<file path="src/rtl/kb_send_pkg.sv">
// kb_send_pkg: shared PS/2 transmitter types, command bytes and frame builder
// Provides the FSM state enum, common PS/2 command constants and make_frame(),
// which packs a byte into the 10-bit {stop, parity, data} transmit frame.
package kb_send_pkg;
   typedef enum logic [2:0] {IDLE, INHIBIT, DATA, ACK, WAIT_IDLE} state_t;
   localparam logic [7:0] KB_CMD_SET_LEDS = 8'hED;
   localparam logic [7:0] KB_CMD_ENABLE   = 8'hF4;
   localparam logic [7:0] KB_CMD_RESET    = 8'hFF;
   // odd parity: parity bit makes the total count of ones in data+parity odd
   function automatic logic [9:0] make_frame(input logic [7:0] d);
      return {1'b1, ~^d, d};
   endfunction
endpackage

</file>
<file path="src/rtl/kb_edge_sync.sv">
// kb_edge_sync: two-flop synchronizer for the PS/2 lines plus clock falling-edge detect
// Ports:
//   clk_i, rst_i       system clock, synchronous active-high reset
//   kb_clk_i, kb_dat_i raw PS/2 pad levels (asynchronous)
//   clk_s, dat_s       synchronized line levels
//   clk_fall           one-cycle pulse when the synchronized clock goes 1 -> 0
module kb_edge_sync (
   input  logic clk_i,
   input  logic rst_i,
   input  logic kb_clk_i,
   input  logic kb_dat_i,
   output logic clk_s,
   output logic dat_s,
   output logic clk_fall
);
   logic [2:0] clk_h;
   logic [1:0] dat_h;
   // lines idle high, so reset to 1 to avoid a false edge after reset
   always_ff @(posedge clk_i) begin
      if (rst_i) begin
         clk_h <= '1;
         dat_h <= '1;
      end else begin
         clk_h <= {clk_h[1:0], kb_clk_i};
         dat_h <= {dat_h[0], kb_dat_i};
      end
   end
   assign clk_s    = clk_h[1];
   assign dat_s    = dat_h[1];
   assign clk_fall = clk_h[2:1] == 2'b10;
endmodule

</file>
<file path="src/rtl/kb_send.sv">
// kb_send: PS/2 host-to-device transmitter for one command byte
// Ports:
//   clk_i, rst_i         system clock, synchronous active-high reset
//   kb_clk_i, kb_dat_i   PS/2 pad levels (asynchronous)
//   kb_clk_oe, kb_dat_oe 1 = pull the PS/2 clock/data line low
//   send, data           one-cycle request and byte, accepted while not busy
//   kb_busy              transfer in flight (gates the receiver)
//   done, err            end-of-transfer pulse; err flags NACK or timeout
module kb_send
   import kb_send_pkg::*;
#(
   parameter int INHIBIT_CYCLES = 5000,
   parameter int TIMEOUT_CYCLES = 750000,
   parameter int CNT_W          = 20
) (
   input  logic       clk_i,
   input  logic       rst_i,
   input  logic       kb_clk_i,
   input  logic       kb_dat_i,
   output logic       kb_clk_oe,
   output logic       kb_dat_oe,
   input  logic       send,
   input  logic [7:0] data,
   output logic       kb_busy,
   output logic       done,
   output logic       err
);
   localparam logic [CNT_W-1:0] INH_LAST = CNT_W'(INHIBIT_CYCLES - 1);
   localparam logic [CNT_W-1:0] TO_LAST  = CNT_W'(TIMEOUT_CYCLES - 1);
   state_t           state, state_n;
   logic [CNT_W-1:0] cnt, cnt_n;
   logic [9:0]       frame, frame_n;
   logic [3:0]       idx, idx_n;
   logic             nack, nack_n;
   logic             clk_oe_n, dat_oe_n, done_n, err_n;
   logic             clk_s, dat_s, clk_fall;
   kb_edge_sync u_sync (
      .clk_i    (clk_i),
      .rst_i    (rst_i),
      .kb_clk_i (kb_clk_i),
      .kb_dat_i (kb_dat_i),
      .clk_s    (clk_s),
      .dat_s    (dat_s),
      .clk_fall (clk_fall)
   );
   always_ff @(posedge clk_i) begin
      if (rst_i) begin
         state     <= IDLE;
         cnt       <= '0;
         frame     <= '0;
         idx       <= '0;
         nack      <= 1'b0;
         kb_clk_oe <= 1'b0;
         kb_dat_oe <= 1'b0;
         done      <= 1'b0;
         err       <= 1'b0;
      end else begin
         state     <= state_n;
         cnt       <= cnt_n;
         frame     <= frame_n;
         idx       <= idx_n;
         nack      <= nack_n;
         kb_clk_oe <= clk_oe_n;
         kb_dat_oe <= dat_oe_n;
         done      <= done_n;
         err       <= err_n;
      end
   end
   always_comb begin
      state_n  = state;
      cnt_n    = cnt;
      frame_n  = frame;
      idx_n    = idx;
      nack_n   = nack;
      clk_oe_n = kb_clk_oe;
      dat_oe_n = kb_dat_oe;
      done_n   = 1'b0;
      err_n    = 1'b0;
      case (state)
         IDLE: if (send) begin
            frame_n  = make_frame(data);
            clk_oe_n = 1'b1;
            dat_oe_n = 1'b0;
            cnt_n    = '0;
            nack_n   = 1'b0;
            state_n  = INHIBIT;
         end
         // data already low marks the start-bit cycle: release the clock next
         INHIBIT: if (kb_dat_oe) begin
            clk_oe_n = 1'b0;
            idx_n    = '0;
            state_n  = DATA;
         end else if (cnt == INH_LAST) begin
            dat_oe_n = 1'b1;
            cnt_n    = '0;
         end else begin
            cnt_n = cnt + 1'b1;
         end
         default: begin
            cnt_n = clk_fall ? '0 : cnt + 1'b1;
            if (state == WAIT_IDLE && clk_s && dat_s) begin
               done_n  = 1'b1;
               err_n   = nack;
               state_n = IDLE;
            end else if (clk_fall) begin
               if (state == DATA) begin
                  dat_oe_n = ~frame[0];
                  frame_n  = frame >> 1;
                  idx_n    = idx + 4'd1;
                  state_n  = idx == 4'd9 ? ACK : DATA;
               end else if (state == ACK) begin
                  nack_n  = dat_s;
                  state_n = WAIT_IDLE;
               end
            end else if (cnt == TO_LAST) begin
               clk_oe_n = 1'b0;
               dat_oe_n = 1'b0;
               done_n   = 1'b1;
               err_n    = 1'b1;
               state_n  = IDLE;
            end
         end
      endcase
   end
   assign kb_busy = state != IDLE;
endmodule
</file>
<file path="config.mk">
export PLATFORM = sky130hd
export DESIGN_NAME = kb_send
export DESIGN_NICKNAME = d
export VERILOG_FILES = /design/src/rtl/kb_send_pkg.sv /design/src/rtl/kb_edge_sync.sv /design/src/rtl/kb_send.sv
export SDC_FILE = /design/constraint.sdc
export NUM_CORES = 1
export LEC_CHECK = 0
export CORE_AREA = 10 10 77 79
export CTS_CLUSTER_SIZE = 14
export DETAILED_ROUTE_END_ITERATION = 8
export DIE_AREA = 0 0 87 89
export GPL_TIMING_DRIVEN = 0
export PLACE_DENSITY = 0.82
export SYNTH_ARGS = -nofsm -noshare
export SYNTH_HDL_FRONTEND = slang
export SYNTH_SLANG_ARGS = --single-unit
</file>
<file path="constraint.sdc">
create_clock -name clk_i -period 2.07 [get_ports clk_i]
set_input_delay 0.621 -clock clk_i [delete_from_list [all_inputs] [get_ports clk_i]]
set_output_delay 0.621 -clock clk_i [all_outputs]
set_load 0.05 [all_outputs]
</file>
# Yosys cells after proc, flatten, opt, wreduce, memory -nomap -nowiden
# Index checks and enable logic that the tools add are counted.
# word_totals
out_inout_bits,5
word_cells,101
inputBits,13
regBits,47
# op_classes
bitwise,3
reduce_logical,21
n_addsub,2
muxes,46
eq_ne,18
# op_table
operator,count
20-bit 2-to-1 mux,4
10-bit 2-to-1 mux,4
20-bit case mux with 2 select lines,1
3-bit 2-to-1 mux,7
20-bit by 1-bit adder with 20-bit output (second input constant),1
20-bit by 13-bit == test with 1-bit output (second input constant),1
20-bit == test (second input constant),1
1-bit 2-to-1 mux,20
10-bit case mux with 2 select lines,1
4-bit 2-to-1 mux,4
5-bit AND reduction,3
2-bit nonzero test,5
4-bit case mux with 2 select lines,1
4-bit AND reduction,2
8-bit XNOR reduction,1
3-bit by 2-bit == test with 1-bit output (second input constant),2
2-bit by 1-bit inequality test with 1-bit output (second input constant),3
2-bit inequality test (second input constant),3
3-bit by 1-bit inequality test with 1-bit output (second input constant),2
6-bit by 1-bit inequality test with 1-bit output (second input constant),1
1-bit case mux with 2 select lines,3
3-bit case mux with 2 select lines,1
6-bit AND reduction,1
3-bit nonzero test,2
other kinds (13),16

# Longest topological paths before layout
# depth
depth_word,6
mapped_depth,9
ltp_nobuf,7

# By module
# From an unflattened synthesis, not the netlist that was laid out.
# hier_totals
hier_cells,282
hier_area_um2,2416.1
# by_module_without_submodules
mod,area_per_inst_um2,cells_each,instances,seq_area_each_um2
kb_send,2278.4,271,1,840.8
kb_edge_sync,137.6,11,1,100.1

# Worst setup path after synthesis
# No wires, ideal clock.
# synth_timing
path_type,reg-to-reg
start,register state[0]
end,register cnt[9]
arrival_ns,1.777
n_path_buf,2
setup_ns,0.115
synth_period_minus_slack_ns,1.892
path_stages_with_launch,8
path_slack_ns,0.178
required_ns,1.955
cell_sequence,dfxtp_1 > buf_4 > or4b_1 > nor4_4 > a21oi_2 > o21bai_2 > buf_4 > nor2_1
# synth_via
elab_chain_len,3
elab_cells_between_ends,6
cone_classes,eq/ne (3); mux (1); reduce/logical (2)
# synth_lines
element,line,rtl
from (decl),kb_send.sv:30,"state_t state, state_n;"
from (signal assigned),kb_send.sv:58,state <= state_n;
3-bit by 1-bit == test with 1-bit output / 3-bit logical NOT (equally long branches),kb_send.sv:79,case (state)
2-bit inequality test (no source line),-,
2-bit AND reduction (no source line),-,
to (signal assigned),kb_send.sv:59,cnt <= cnt_n;
to (decl),kb_send.sv:31,"logic [CNT_W-1:0] cnt, cnt_n;"
# Several ways; a longest one is shown, not always the timed one.
# A chain may end at the register's enable or synchronous reset.

# Final worst setup path
# layout_timing
start,register state[2]
end,output port kb_busy
# layout_via
elab_chain_len,1
# layout_lines
element,line,rtl
3-bit nonzero test,kb_send.sv:125,assign kb_busy = state != IDLE;
to (decl),kb_send.sv:24,"output logic kb_busy,"
# No other way between the ends.

==> run metrics <==
status complete, no violations; Slew @ Worst Pin 0.548 ns; worst slack, placed -0.455 ns; Ports 18; Worst slew margin 63.4%; post-layout min period just over 2 ns; class of the worst hold path reg2reg; Setup crit end kind output pin; pin count of the biggest net entering global routing 17; clk sinks between 40 and 50; Die Height 89 um; Worst Path Max Fanout 10; Cells after Synth roughly 300; Num CTS Buffers 5; WL met3 around 300 um; vias in the first global route 2104; Yosys top cell area share between 30% and 40%; CTS Buffer Depth 2; Initial Util between 50% and 60%; Pwr per Cell Area just over 600 nW/um^2; post-DP HPWL roughly 4 mm; Setup Viol. Count Final 0; worst setup path startpoint state[2]; Fin Clk Skew roughly 0.0087 ns; most frequent cells in the layout dfxtp_1, nor2_1, nand2_1; Post-Syn Area about 2500 sq um; Core Area about 4500 sq um; Final Wtd Congestion around 0.94; Yosys warnings 0; commonest non-fill, non-tap cell in the layout dfxtp_1; fin. max-slew vios 0; total grt overflow 0; Worst setup SP type register; Net Count, Synth approximately 300; synth top area cells dfxtp_1, nor2_1, nand2_1; Static Leak about 1.1 nW; Hold Path Stages 1; diode count 0; CP arrival roughly 1.4 ns; clk_lat worst skew roughly 0.32 ns; post-synth top area cell dfxtp_1; # DRC 0; GRT Total Usage roughly 15%; Final ANT Viol Nets 0; Worst EP required 1.45 ns; drt wl/cell approximately 16 um; Distinct cells, synth 54; H-tree depth 2; share of layout cells above drive strength 1 14.5%; Async SR Flop Fraction 0%; Tot Pwr 1.79 mW; post-synthesis adder-cell area fraction 1.53%; Met2 Wirelength a little under 3 mm; Hold Violations, Final 0; reg-to-reg slack, setup roughly 0.10 ns; uppermost layer routed met4; CP Class reg2out; DIE AREA a little under 8000 sq um; worst reg-to-reg path cell count 7; Reg clk slew, reported paths 0.10 ns; hold slack 0.420 ns; global-route wire length before repair 9.64 mm; main combinational cell family by area after synthesis simple AND/OR/NAND/NOR gates; worst setup path end kb_busy; Post-Synth Simple-Gate Area approximately a third; peak per-stage delay on the critical path approximately 0.36 ns; cell at the slowest stage of the critical path dfxtp_4; CTS root buf clkbuf_8; Synth Register Bits 47; mux contribution to synthesized area less than 1%; row cnt 25; DIE WIDTH just under 90 um; reg2reg end cnt[0]; Top delay family on crit path simple AND/OR/NAND/NOR gates; worst path bufs/invs 3; PortBufs 16; CTS tree done; Compound-Gate Fraction of Synth Area 16.1%; f_max a little under 0.5 GHz; max-capacitance violation count 0; final core utilization about 64%; Syn Area/Cell 8.39 sq um; DR vias ~2200; nets@finish about 340; period utilization between 90% and 100%; M1 WL 2.55 mm; area grow syn2layout 17.9%; WL final a little under 6 mm; ordered list of cells on the worst path or2_1 > buf_6 > nor2_4 > inv_6 > buf_8; worst setup margin 0.0476 ns; Synth Area in XOR/XNOR approximately 7.5%; DRT Pass-1 Iters 5; initial antenna violation count 0; critical path depth in cells 5; RR Startpoint cnt[14]; Post-synth EDFFs 0; VDD IR max approximately 0.00048 V; fill count between 300 and 400; Seq/Total Area, Yosys 38.3%; Main synth FF type dfxtp_1; number of DRC markers in iteration 0 152; routed vias/inst a little under 6
## kinds of logic (layout without fill, tap and decap cells)
kind of cell	count (synthesis)	count (layout)
and+or+nand+nor	147	147
AOI/OAI and AO/OA	56	56
DFF	47	47
xor gates and xnor gates	21	21
buffers and inverters	17	48
adders and majority gates	3	3
muxes	2	2
## how the worst min path moves through the flow
stage	endpoint	from	slack [ns]
final	u_sync.dat_h[1]	u_sync.dat_h[0]	0.42
after global routing	u_sync.clk_h[1]	u_sync.clk_h[0]	0.44
after CTS	u_sync.dat_h[1]	u_sync.dat_h[0]	0.42
after detailed placement	u_sync.clk_h[1]	u_sync.clk_h[0]	0.40
after global placement	u_sync.dat_h[1]	u_sync.dat_h[0]	0.39
after floorplan	u_sync.clk_h[1]	u_sync.clk_h[0]	0.39
## sequential cells by signal, summed over array words and instances (netlist names)
register      flops
kb_dat_oe         1
done              1
idx               4
err               1
frame            10
kb_clk_oe         1
cnt              20
nack              1
u_sync.clk_h      3
state             3
u_sync.dat_h      2
## cell usage after synthesis, types with 6 or more instances
cell      count
dfxtp_1      47
nor2_1       35
nand2_1      34
a21oi_1      15
xor2_1       13
nand4_1      11
a311oi_1      9
nor3_1        9
clkbuf_1      8
nand3_1       8
xnor2_1       8
a211oi_1      7
and3_1        6
nand3b_1      6
or2_2         6
## area by class of cell
| type | instances | area, sq um | area share, % |
|---|---|---|---|
| inverters | 2 | 12.5 | 0.432 |
| plain buffers | 14 | 75.1 | 2.59 |
| clock buffers | 5 | 68.8 | 2.37 |
| repair buffers | 24 | 230 | 7.94 |
| multi-input cells | 229 | 1480 | 50.9 |
| clock inverters | 3 | 23.8 | 0.820 |
| flip-flops and latches | 47 | 945 | 32.6 |
| well taps | 54 | 67.6 | 2.33 |
## repair_timing
item | in CTS | in global routing
pin swaps | 3 | 1
resized for setup | 15 | 11
cloned | 0 | 0
setup buffers | 3 | 5
setup endpoints to repair | 21 | 12
hold buffers | 0 | 0
## through the flow
stage / setup TNS (ns) / instance area [sq um] / instances
after global placement: -5.97 / 2690 / 363
final: 0 / 2900 / 378
after detailed placement: -6.66 / 2690 / 363
after CTS: -0.0413 / 2830 / 374
after floorplan: 0 / 2460 / 293
after global routing: -0.00599 / 2900 / 378
## power breakdown
group	switching, mW	leakage [nW]	internal [mW]
Clock	0.346	0.0408	0.242
Sequential	0.0149	0.383	0.930
Combinational	0.147	0.630	0.110
Total	0.508	1.05	1.28
## per-layer routing
metal  track usage, %  vias up
li1                 -     1111
met3             4.65       15
met5                0        -
met2             25.6       60
met1             17.7     1060
met4             6.63        0
No activity file was read; power rests on OpenSTA's default activity.
